--- src/rtl/errcnt_sched.sv ---
// rtl/errcnt_sched.sv - queues MAC error/success events and replays them as gapped REC/TEC command pulses
module errcnt_sched #(
    parameter int PEND_W = 3,
    parameter int GAP    = 1
) (
    input  logic clock,
    input  logic reset,
    input  logic ev_rec_inc1,
    input  logic ev_rec_inc8,
    input  logic ev_rec_dec,
    input  logic ev_tec_inc8,
    input  logic ev_tec_dec,
    input  logic flush,
    output logic inconerec,
    output logic incegtrec,
    output logic decrec,
    output logic incegttec,
    output logic dectec,
    output logic busy,
    output logic pend_ovf
);

    typedef enum logic [1:0] {
        ST_IDLE  = 2'd0,
        ST_PULSE = 2'd1,
        ST_GAP   = 2'd2
    } state_t;

    localparam logic [PEND_W-1:0] PEND_MAX  = '1;
    localparam logic [PEND_W-1:0] PEND_ZERO = '0;
    localparam logic [PEND_W-1:0] PEND_ONE  = {{(PEND_W-1){1'b0}}, 1'b1};
    localparam logic [2:0]        GAP_LOAD  = 3'(GAP - 1);

    state_t rec_state, rec_state_nxt;
    state_t tec_state, tec_state_nxt;
    logic [2:0] rec_gap, rec_gap_nxt;
    logic [2:0] tec_gap, tec_gap_nxt;

    logic [PEND_W-1:0] cnt_rec_i8, cnt_rec_i1, cnt_rec_dec, cnt_tec_i8, cnt_tec_dec;
    logic [PEND_W-1:0] nxt_rec_i8, nxt_rec_i1, nxt_rec_dec, nxt_tec_i8, nxt_tec_dec;

    logic deq_rec_i8, deq_rec_i1, deq_rec_dec, deq_tec_i8, deq_tec_dec;
    logic rec_pulse, tec_pulse;
    logic rec_pend_nxt, tec_pend_nxt;
    logic ovf_any;
    logic busy_nxt;

    // Arrival and dequeue in the same cycle cancel; a full counter drops the arrival.
    function automatic logic [PEND_W-1:0] pend_next(
        input logic [PEND_W-1:0] cnt,
        input logic              ev,
        input logic              deq
    );
        logic [PEND_W-1:0] res;
        res = cnt;
        if (ev && !deq) begin
            if (cnt != PEND_MAX) res = cnt + PEND_ONE;
        end else if (deq && !ev) begin
            res = cnt - PEND_ONE;
        end
        return res;
    endfunction

    function automatic logic pend_drop(
        input logic [PEND_W-1:0] cnt,
        input logic              ev,
        input logic              deq
    );
        return ev && !deq && (cnt == PEND_MAX);
    endfunction

    assign rec_pulse = (rec_state == ST_PULSE);
    assign tec_pulse = (tec_state == ST_PULSE);

    // Fixed priority per channel: inc8 first, then inc1, then dec.
    assign deq_rec_i8  = rec_pulse && (cnt_rec_i8 != PEND_ZERO);
    assign deq_rec_i1  = rec_pulse && (cnt_rec_i8 == PEND_ZERO) && (cnt_rec_i1 != PEND_ZERO);
    assign deq_rec_dec = rec_pulse && (cnt_rec_i8 == PEND_ZERO) && (cnt_rec_i1 == PEND_ZERO)
                         && (cnt_rec_dec != PEND_ZERO);
    assign deq_tec_i8  = tec_pulse && (cnt_tec_i8 != PEND_ZERO);
    assign deq_tec_dec = tec_pulse && (cnt_tec_i8 == PEND_ZERO) && (cnt_tec_dec != PEND_ZERO);

    assign nxt_rec_i8  = pend_next(cnt_rec_i8,  ev_rec_inc8, deq_rec_i8);
    assign nxt_rec_i1  = pend_next(cnt_rec_i1,  ev_rec_inc1, deq_rec_i1);
    assign nxt_rec_dec = pend_next(cnt_rec_dec, ev_rec_dec,  deq_rec_dec);
    assign nxt_tec_i8  = pend_next(cnt_tec_i8,  ev_tec_inc8, deq_tec_i8);
    assign nxt_tec_dec = pend_next(cnt_tec_dec, ev_tec_dec,  deq_tec_dec);

    assign ovf_any = pend_drop(cnt_rec_i8,  ev_rec_inc8, deq_rec_i8)
                   | pend_drop(cnt_rec_i1,  ev_rec_inc1, deq_rec_i1)
                   | pend_drop(cnt_rec_dec, ev_rec_dec,  deq_rec_dec)
                   | pend_drop(cnt_tec_i8,  ev_tec_inc8, deq_tec_i8)
                   | pend_drop(cnt_tec_dec, ev_tec_dec,  deq_tec_dec);

    assign rec_pend_nxt = (nxt_rec_i8 != PEND_ZERO) || (nxt_rec_i1 != PEND_ZERO)
                          || (nxt_rec_dec != PEND_ZERO);
    assign tec_pend_nxt = (nxt_tec_i8 != PEND_ZERO) || (nxt_tec_dec != PEND_ZERO);

    always_comb begin
        rec_state_nxt = rec_state;
        rec_gap_nxt   = rec_gap;
        case (rec_state)
            ST_IDLE: begin
                if (rec_pend_nxt) rec_state_nxt = ST_PULSE;
            end
            ST_PULSE: begin
                rec_state_nxt = ST_GAP;
                rec_gap_nxt   = GAP_LOAD;
            end
            ST_GAP: begin
                if (rec_gap == 3'd0) rec_state_nxt = rec_pend_nxt ? ST_PULSE : ST_IDLE;
                else                 rec_gap_nxt   = rec_gap - 3'd1;
            end
            default: rec_state_nxt = ST_IDLE;
        endcase
    end

    always_comb begin
        tec_state_nxt = tec_state;
        tec_gap_nxt   = tec_gap;
        case (tec_state)
            ST_IDLE: begin
                if (tec_pend_nxt) tec_state_nxt = ST_PULSE;
            end
            ST_PULSE: begin
                tec_state_nxt = ST_GAP;
                tec_gap_nxt   = GAP_LOAD;
            end
            ST_GAP: begin
                if (tec_gap == 3'd0) tec_state_nxt = tec_pend_nxt ? ST_PULSE : ST_IDLE;
                else                 tec_gap_nxt   = tec_gap - 3'd1;
            end
            default: tec_state_nxt = ST_IDLE;
        endcase
    end

    assign busy_nxt = rec_pend_nxt || tec_pend_nxt
                      || (rec_state_nxt != ST_IDLE) || (tec_state_nxt != ST_IDLE);

    always_ff @(posedge clock) begin
        if (!reset || flush) begin
            rec_state   <= ST_IDLE;
            tec_state   <= ST_IDLE;
            rec_gap     <= 3'd0;
            tec_gap     <= 3'd0;
            cnt_rec_i8  <= PEND_ZERO;
            cnt_rec_i1  <= PEND_ZERO;
            cnt_rec_dec <= PEND_ZERO;
            cnt_tec_i8  <= PEND_ZERO;
            cnt_tec_dec <= PEND_ZERO;
            inconerec   <= 1'b0;
            incegtrec   <= 1'b0;
            decrec      <= 1'b0;
            incegttec   <= 1'b0;
            dectec      <= 1'b0;
            busy        <= 1'b0;
            pend_ovf    <= 1'b0;
        end else begin
            rec_state   <= rec_state_nxt;
            tec_state   <= tec_state_nxt;
            rec_gap     <= rec_gap_nxt;
            tec_gap     <= tec_gap_nxt;
            cnt_rec_i8  <= nxt_rec_i8;
            cnt_rec_i1  <= nxt_rec_i1;
            cnt_rec_dec <= nxt_rec_dec;
            cnt_tec_i8  <= nxt_tec_i8;
            cnt_tec_dec <= nxt_tec_dec;
            incegtrec   <= deq_rec_i8;
            inconerec   <= deq_rec_i1;
            decrec      <= deq_rec_dec;
            incegttec   <= deq_tec_i8;
            dectec      <= deq_tec_dec;
            busy        <= busy_nxt;
            pend_ovf    <= ovf_any;
        end
    end

endmodule

--- config.mk ---
export PLATFORM = sky130hd
export DESIGN_NAME = errcnt_sched
export DESIGN_NICKNAME = d
export VERILOG_FILES = /design/src/rtl/errcnt_sched.sv
export SDC_FILE = /design/constraint.sdc
export NUM_CORES = 1
export LEC_CHECK = 0
export ABC_AREA = 1
export CAP_MARGIN = 20
export CORE_ASPECT_RATIO = 0.6
export CORE_MARGIN = 2
export CORE_UTILIZATION = 60
export DETAILED_ROUTE_END_ITERATION = 12
export PLACE_DENSITY_LB_ADDON = 0.2
export SYNTH_ARGS = -nofsm -noshare
export SYNTH_HDL_FRONTEND = slang
export SYNTH_SLANG_ARGS = --single-unit
--- constraint.sdc ---
create_clock -name clock -period 3.74 [get_ports clock]
set_input_delay 0.374 -clock clock [delete_from_list [all_inputs] [get_ports clock]]
set_output_delay 0.374 -clock clock [all_outputs]
set_load 0.02 [all_outputs]
==> run_results.csv, run 1 <==
group,metric,value,unit
cells_and_area,areaGrowthSynthToFinish,13.24,%
synthesis,yosys_register_bits,32,
worst_hold_path,whs_path_depth,1,
cells_and_area,final_nets,325,
worst_hold_path,worst_hold_path.endpoint,"rec_gap[0]$_SDFFE_PP0P_",
critical_path,endpoint_kind,"flop",
place,dpl-instance-area,2202,um^2
drt,drt-total-wl,3913,um
place,globalplace.congestion,0.8293,
power,reported_leakage_power,1.060,nW
timing,rsz0062_at_grt,"false",
clocking,postCtsSetupBuffers,0,
critical_path,worstSetupPathType,"reg2reg",
global_route,grt_start_max_net_pins,27,
floorplanning,pin_count,15,
clocking,cts_tree,"done",
drt,post_drt_wl_per_cell,11.41,um
critical_path,reg2reg_setup_slack,1.87,ns
floorplanning,design.die.area,3850,um^2
power,worst_ir_drop_vdd,0.2245,mV
critical_path,crit-reg2reg-launch,"cnt_rec_i1[0]$_SDFF_PP0_",
synthesis,yosysSeqAreaShare,31.82,%
critical_path,endpoint_required_time_on_the_critical_path,3.88,ns
global_route,vias_in_the_first_global_route,1540,
critical_path,setup.worst_path.start_class,"flop",
critical_path,r2r_cells,13,
synthesis,mappedNetlistNets,306,
clocking,clkSlewWorstSetupHoldPaths,0.07,ns
critical_path,arrival,2.00,ns
synthesis,netlist.area_leader.share,31.82,%
timing,hold_viol_final,0,
power,power_density,314.9,nW/um^2
global_route,antenna_found_initial,0,
timing,number_of_setup_violations_in_the_final_report,0,
clocking,insertion_delay,0.28,ns
timing,post-route-period-util,49.97,%
critical_path,reg2reg_to,"busy$_SDFF_PP0_",
clocking,cts_bufs_inserted,5,
cells_and_area,stdcell_count,343,
clocking,cts_htree_levels,2,
global_route,grt_pass1_wl,6672,um
run_status,outcome,"complete, no violations",
floorplanning,placement_rows,16,
synthesis,postSynthAreaPerCell,7.216,um^2
clocking,postCtsHoldBufs,0,
worst_hold_path,min_path_type,"reg2reg",
worst_hold_path,hold_path_startpoint,"rec_gap[0]$_SDFFE_PP0P_",
timing,post-route-min-period,1.869,ns
drt,drtAntennaViolNets,0,
drt,number_of_design_rule_violations_left_after_detail_routing,0,
clocking,clock-sinks,32,
floorplanning,floorplan.initialDensity,62.46,%
place,portBuffers,14,
cells_and_area,fin_area,2280,um^2
cells_and_area,layout-drive-gt1-share,14.77,%
synthesis,synth_cells,279,
cells_and_area,fillCellCount,292,
timing,final.setup_skew,0.007630,ns
synthesis,ys.warnings.count,0,
synthesis,yosys.cell_types.count,25,
floorplanning,die_w,78.78,um
synthesis,synth.top_cells.by_area,"sky130_fd_sc_hd__dfxtp_1 (32%), sky130_fd_sc_hd__ha_1 (12%), sky130_fd_sc_hd__nand2_1 (10%)",
timing,worst_slew_margin_rel,41.23,%
floorplanning,core_region_area,3223,um^2
place,dp.cells,336,
timing,clock.fmax,0.5351,GHz
global_route,overflow,0,
clocking,cell_at_the_root_of_the_clock_tree,"sky130_fd_sc_hd__clkbuf_8",
cells_and_area,leading_cell_types_in_the_layout_fill_and_taps_excluded,"sky130_fd_sc_hd__nand2_1 (54), sky130_fd_sc_hd__inv_1 (42), sky130_fd_sc_hd__nor2_1 (33), sky130_fd_sc_hd__dfxtp_1 (32), sky130_fd_sc_hd__nand3_1 (24)",
synthesis,synthesis.area,2013,um^2
critical_path,cp_max_fo,6,
place,dpl.hpwl,3001,um
global_route,globalRouteTotalUtil,22.03,%
drt,dr_total_vias,1703,
timing,fin_setup_tns,0,ns
cells_and_area,layout_commonest_cell,"sky130_fd_sc_hd__nand2_1",
drt,drt_pass1_iterations,6,
synthesis,post-synth-top-area-cell,"sky130_fd_sc_hd__dfxtp_1",
drt,post_drt_via_cell_ratio,4.965,
floorplanning,die_height,48.87,um
timing,worst-slew-pin-transition,0.8795,ns
flow_run,drv.max_cap_violation_count,0,
drt,drt-initial-drc-count,82,
clocking,ctsResizeCount,0,
cells_and_area,postLayoutCoreUtil,70.73,%
clocking,ctsLongestPathBuffers,2,
timing,timing.final.max_slew_violations,0,
critical_path,setup.worst_path.start,"cnt_rec_i1[0]$_SDFF_PP0_",
cells_and_area,diodes,0,
## final cells by class
type	count	area, um^2	share of cell area [%]
clock buffer	6	72.57	3.183
clock inverter	1	5.005	0.2195
inverter	49	183.9	8.068
multi-input combinational	196	1181	51.81
sequential	32	640.6	28.10
tap	45	56.30	2.470
timing repair buffer	14	140.1	6.147
## worst max path at each step
stage / slack (ns) / to / cells after the start
5_1_grt: 1.69 / busy$_SDFF_PP0_ / 13
3_3_place_gp: 1.60 / cnt_tec_i8[0]$_SDFF_PP0_ / 5
3_5_place_dp: 1.57 / rec_gap[2]$_SDFFE_PP0P_ / 6
4_1_cts: 1.87 / busy$_SDFF_PP0_ / 13
2_1_floorplan: 2.16 / busy$_SDFF_PP0_ / 13
6_report: 1.87 / busy$_SDFF_PP0_ / 13
## Yosys cell counts
cell type,instances
sky130_fd_sc_hd__nor2_2,4
sky130_fd_sc_hd__o21ai_1,1
sky130_fd_sc_hd__nand3_2,10
sky130_fd_sc_hd__nor2_8,1
sky130_fd_sc_hd__o31a_1,1
sky130_fd_sc_hd__xor2_1,3
sky130_fd_sc_hd__o21ai_0,8
sky130_fd_sc_hd__nor2_4,4
sky130_fd_sc_hd__nand3_1,24
sky130_fd_sc_hd__nand4_1,5
sky130_fd_sc_hd__nor2_1,33
sky130_fd_sc_hd__dfxtp_1,32
sky130_fd_sc_hd__inv_2,7
sky130_fd_sc_hd__and2_1,1
sky130_fd_sc_hd__clkbuf_1,2
sky130_fd_sc_hd__ha_1,19
sky130_fd_sc_hd__nand2_2,7
sky130_fd_sc_hd__nand3_4,1
sky130_fd_sc_hd__o22ai_1,2
sky130_fd_sc_hd__o211ai_1,2
sky130_fd_sc_hd__inv_1,42
sky130_fd_sc_hd__a21oi_1,12
sky130_fd_sc_hd__or2_2,1
sky130_fd_sc_hd__nand2_1,54
sky130_fd_sc_hd__nand2_4,3
## layer usage
| metal | wire [um] | global-route usage, % | part of all wire, % |
|---|---|---|---|
| met5 | 0 | 0 | 0 |
| met4 | 26 | 6.140 | 0.66 |
| met3 | 210 | 5.741 | 5.4 |
| met2 | 1548 | 32.34 | 40 |
| met1 | 2127 | 31.91 | 54 |
## critical path, cell delays in order (launching register included)
cell and delay (ns):
sky130_fd_sc_hd__dfxtp_1 0.34, sky130_fd_sc_hd__inv_1 0.13, sky130_fd_sc_hd__ha_1 0.21, sky130_fd_sc_hd__nand2_4 0.10
sky130_fd_sc_hd__nor2_4 0.16, sky130_fd_sc_hd__nand2_4 0.09, sky130_fd_sc_hd__nand3_1 0.10, sky130_fd_sc_hd__nand2_1 0.07
sky130_fd_sc_hd__nand2_1 0.09, sky130_fd_sc_hd__nand3_2 0.09, sky130_fd_sc_hd__nor2_2 0.12, sky130_fd_sc_hd__nand3_1 0.09
sky130_fd_sc_hd__nor2_1 0.10, sky130_fd_sc_hd__nor2_1 0.04
## logic make-up (layout without fill, tap and decap cells)
group	Yosys count	after routing	synth area share (%)
AND/OR/NAND/NOR	148	148	38.53
buffers and inverters	51	70	9.509
flip-flops	32	32	31.82
AO/OA/AOI/OAI	26	26	7.023
adder cells (fa/ha/maj)	19	19	11.81
XOR/XNOR	3	3	1.305
## flip-flops by register name, indices dropped and copies added (netlist names), 2 cells and up
register     cells
cnt_rec_i8       3
tec_state        2
cnt_rec_dec      3
cnt_tec_i8       3
rec_gap          3
cnt_rec_i1       3
tec_gap          3
cnt_tec_dec      3
rec_state        2
## per-stage QoR
step / power [mW] / worst slack (ns) / hold WS [ns]
floorplan: 0.4462 / 2.155 / 0.4261
global placement: 0.4732 / 1.601 / 0.4507
detailed placement: 0.4764 / 1.572 / 0.4501
CTS: 0.7204 / 1.868 / 0.4661
global route: 0.7543 / 1.690 / 0.4883
finish: 0.7179 / 1.871 / 0.4668
## power breakdown
group	total [mW]	internal [mW]	leakage (nW)	switching, mW
registers	0.355	0.349	0.260	0.00574
clock network	0.248	0.126	0.0410	0.122
logic	0.115	0.0419	0.760	0.0733
(Power assumes the default switching activity.)
==> run 2: changes to the inputs <==
--- a/config.mk
+++ b/config.mk
@@ -9,7 +9,7 @@
 export CAP_MARGIN = 20
 export CORE_ASPECT_RATIO = 0.6
 export CORE_MARGIN = 2
-export CORE_UTILIZATION = 60
+export CORE_UTILIZATION = 52
 export DETAILED_ROUTE_END_ITERATION = 12
 export PLACE_DENSITY_LB_ADDON = 0.2
 export SYNTH_ARGS = -nofsm -noshare
==> constraint.sdc (replaced) <==
create_clock -name clock -period 1.6 [get_ports clock]
set_input_delay 0.16 -clock clock [delete_from_list [all_inputs] [get_ports clock]]
set_output_delay 0.16 -clock clock [all_outputs]
set_load 0.02 [all_outputs]
==> run_results.csv, run 2 (synthesized netlist as in run 1, its figures left out) <==
group,metric,value,unit
timing,number_of_setup_violations_in_the_final_report,7,
timing,worst-slew-pin-transition,0.2503,ns
floorplanning,placement_rows,17,
critical_path,setup.worst_path.start_class,"flop",
critical_path,reg2reg_to,"busy$_SDFF_PP0_",
cells_and_area,final_nets,384,
worst_hold_path,min_path_type,"reg2reg",
global_route,overflow,0,
critical_path,path_depth,14,
clocking,postCtsHoldBufs,0,
critical_path,crit_family,"simple AND/OR/NAND/NOR gates",
timing,post-route-period-util,110.9,%
floorplanning,die_w,84.33,um
timing,hold_viol_final,0,
timing,timing.final.max_slew_violations,0,
drt,route.top_layer_used,"met4",
critical_path,cp_max_fo,5,
worst_hold_path,whs_path_depth,1,
critical_path,cpMaxStageDelayCell,"sky130_fd_sc_hd__dfxtp_2",
drt,drt-total-wl,5845,um
critical_path,endpoint_kind,"flop",
timing,worst_slew_margin_rel,83.29,%
power,worst_ir_drop_vdd,0.5527,mV
floorplanning,design.die.area,4401,um^2
clocking,cts_bufs_inserted,5,
cells_and_area,fin_area,2973,um^2
cells_and_area,diodes,0,
clocking,clock-sinks,32,
clocking,cts_tree,"done",
drt,dr_total_vias,2131,
timing,final.setup_skew,0.007820,ns
global_route,globalRouteTotalUtil,26.13,%
clocking,cts_htree_levels,2,
worst_hold_path,worst_hold_path.endpoint,"rec_gap[0]$_SDFFE_PP0P_",
place,dpl-instance-area,2497,um^2
flow_run,drv.max_cap_violation_count,0,
drt,wl_met1,2582,um
drt,post_drt_wl_per_cell,14.43,um
critical_path,largest_incremental_delay_on_the_critical_path,0.38,ns
clocking,cell_at_the_root_of_the_clock_tree,"sky130_fd_sc_hd__clkbuf_8",
drt,met2WireLength,2643,um
critical_path,path_common_cell,"sky130_fd_sc_hd__nor2_1",
timing,hold_slack,0.4564,ns
drt,drt-initial-drc-count,177,
clocking,ctsLongestPathBuffers,2,
critical_path,crit_chain,"inv_4 -> ha_4 -> nand2_4 -> nand2_4 -> inv_2 -> nand2_4 -> nand2_2 -> nor2_1 -> nor2_1 -> nand2_1 -> nor2_2 -> nand3_2 -> nor2_1 -> nor2_1",
place,globalplace.congestion,0.8846,
place,dpl.hpwl,3343,um
global_route,antenna_found_initial,0,
critical_path,arrival,1.95,ns
floorplanning,core_region_area,3680,um^2
clocking,insertion_delay,0.29,ns
cells_and_area,areaGrowthSynthToFinish,47.67,%
drt,drt_pass1_iterations,5,
place,portBuffers,14,
timing,rsz0062_at_grt,"true",
drt,number_of_design_rule_violations_left_after_detail_routing,0,
cells_and_area,postLayoutCoreUtil,80.79,%
power,reported_leakage_power,1.394,nW
critical_path,worstSetupPathType,"reg2reg",
floorplanning,floorplan.initialDensity,54.71,%
worst_hold_path,hold_path_startpoint,"rec_gap[0]$_SDFFE_PP0P_",
timing,clock.fmax,0.5635,GHz
global_route,grt_start_max_net_pins,19,
critical_path,reg2reg_setup_slack,-0.17,ns
critical_path,crit-reg2reg-launch,"cnt_tec_i8[1]$_SDFF_PP0_",
cells_and_area,layout-drive-gt1-share,44.69,%
run_status,violations_in_the_final_reports,"setup timing",
timing,worst_slack,-0.1746,ns
timing,fin_setup_tns,-0.6135,ns
floorplanning,pin_count,15,
cells_and_area,layout_commonest_cell,"sky130_fd_sc_hd__buf_4",
cells_and_area,leading_cell_types_in_the_layout_fill_and_taps_excluded,"sky130_fd_sc_hd__buf_4 (58), sky130_fd_sc_hd__nand2_1 (43), sky130_fd_sc_hd__nor2_1 (29), sky130_fd_sc_hd__inv_1 (28), sky130_fd_sc_hd__dfxtp_1 (23)",
global_route,grt_pass1_wl,8825,um
drt,route.met3.wl,467,um
power,power_density,715.1,nW/um^2
place,detailedPlace.worstSlack,-0.1620,ns
drt,drtAntennaViolNets,0,
floorplanning,die_height,52.20,um
critical_path,r2r_cells,14,
critical_path,endpoint_required_time_on_the_critical_path,1.78,ns
run_status,outcome,"finished, violations left",
drt,post_drt_via_cell_ratio,5.262,
timing,post-route-min-period,1.775,ns
critical_path,worstPathBufferInverterCount,2,
clocking,clkSlewWorstSetupHoldPaths,0.08,ns
global_route,vias_in_the_first_global_route,1981,
[run 2: changes by cell type in the layout (fill, tap and decap cells not counted), moves of 5 or more]
cell / delta
sky130_fd_sc_hd__nand2_1: -11
sky130_fd_sc_hd__buf_4: +58
sky130_fd_sc_hd__dfxtp_2: +9
sky130_fd_sc_hd__inv_1: -14
sky130_fd_sc_hd__ha_1: -7
sky130_fd_sc_hd__dfxtp_1: -9
sky130_fd_sc_hd__inv_2: +12
sky130_fd_sc_hd__nand2_4: +5
sky130_fd_sc_hd__nand3_2: +6
sky130_fd_sc_hd__nand2_2: +6
sky130_fd_sc_hd__nand3_1: -7
[run 2: through the flow]
| stage | total power [mW] | cells |
|---|---|---|
| 2_1_floorplan | 1.043 | 279 |
| 3_3_place_gp | 1.164 | 377 |
| 3_5_place_dp | 1.170 | 377 |
| 4_1_cts | 2.070 | 399 |
| 5_1_grt | 2.199 | 405 |
| 6_report | 2.126 | 405 |
[run 2: worst max path at each step]
stage	start	end
after global routing	cnt_tec_dec[0]$_SDFF_PP0_	busy$_SDFF_PP0_
after global placement	cnt_tec_i8[0]$_SDFF_PP0_	busy$_SDFF_PP0_
after detailed placement	cnt_tec_i8[0]$_SDFF_PP0_	busy$_SDFF_PP0_
final	cnt_tec_i8[1]$_SDFF_PP0_	busy$_SDFF_PP0_
after CTS	cnt_rec_i8[1]$_SDFF_PP0_	busy$_SDFF_PP0_
after floorplan	cnt_rec_i8[0]$_SDFF_PP0_	busy$_SDFF_PP0_
[run 2: power by group]
part | internal [mW] | switching, mW
logic | 0.187 | 0.231
registers | 0.817 | 0.0154
clock network | 0.550 | 0.325
[run 2: repair_timing]
action	CTS	global route
gates resized for setup	34	38
endpoints found under the setup margin	4	10
pin swaps	22	23
buffers inserted	14	7
[run 2: layout make-up]
cell class	count	area [um^2]
multi-input combinational	196	1360
clock inverter	1	30.03
inverter	49	188.9
clock buffer	7	96.34
tap	47	58.81
fill	230	706.9
timing repair buffer	73	586.8
sequential	32	651.9
[run 2: per-layer routing]
| layer | up-vias | global-route usage (%) |
|---|---|---|
| li1 | 1036 | - |
| met1 | 972 | 32.91 |
| met2 | 104 | 44.71 |
| met3 | 19 | 6.299 |
| met4 | 0 | 8.871 |
| met5 | - | 0 |
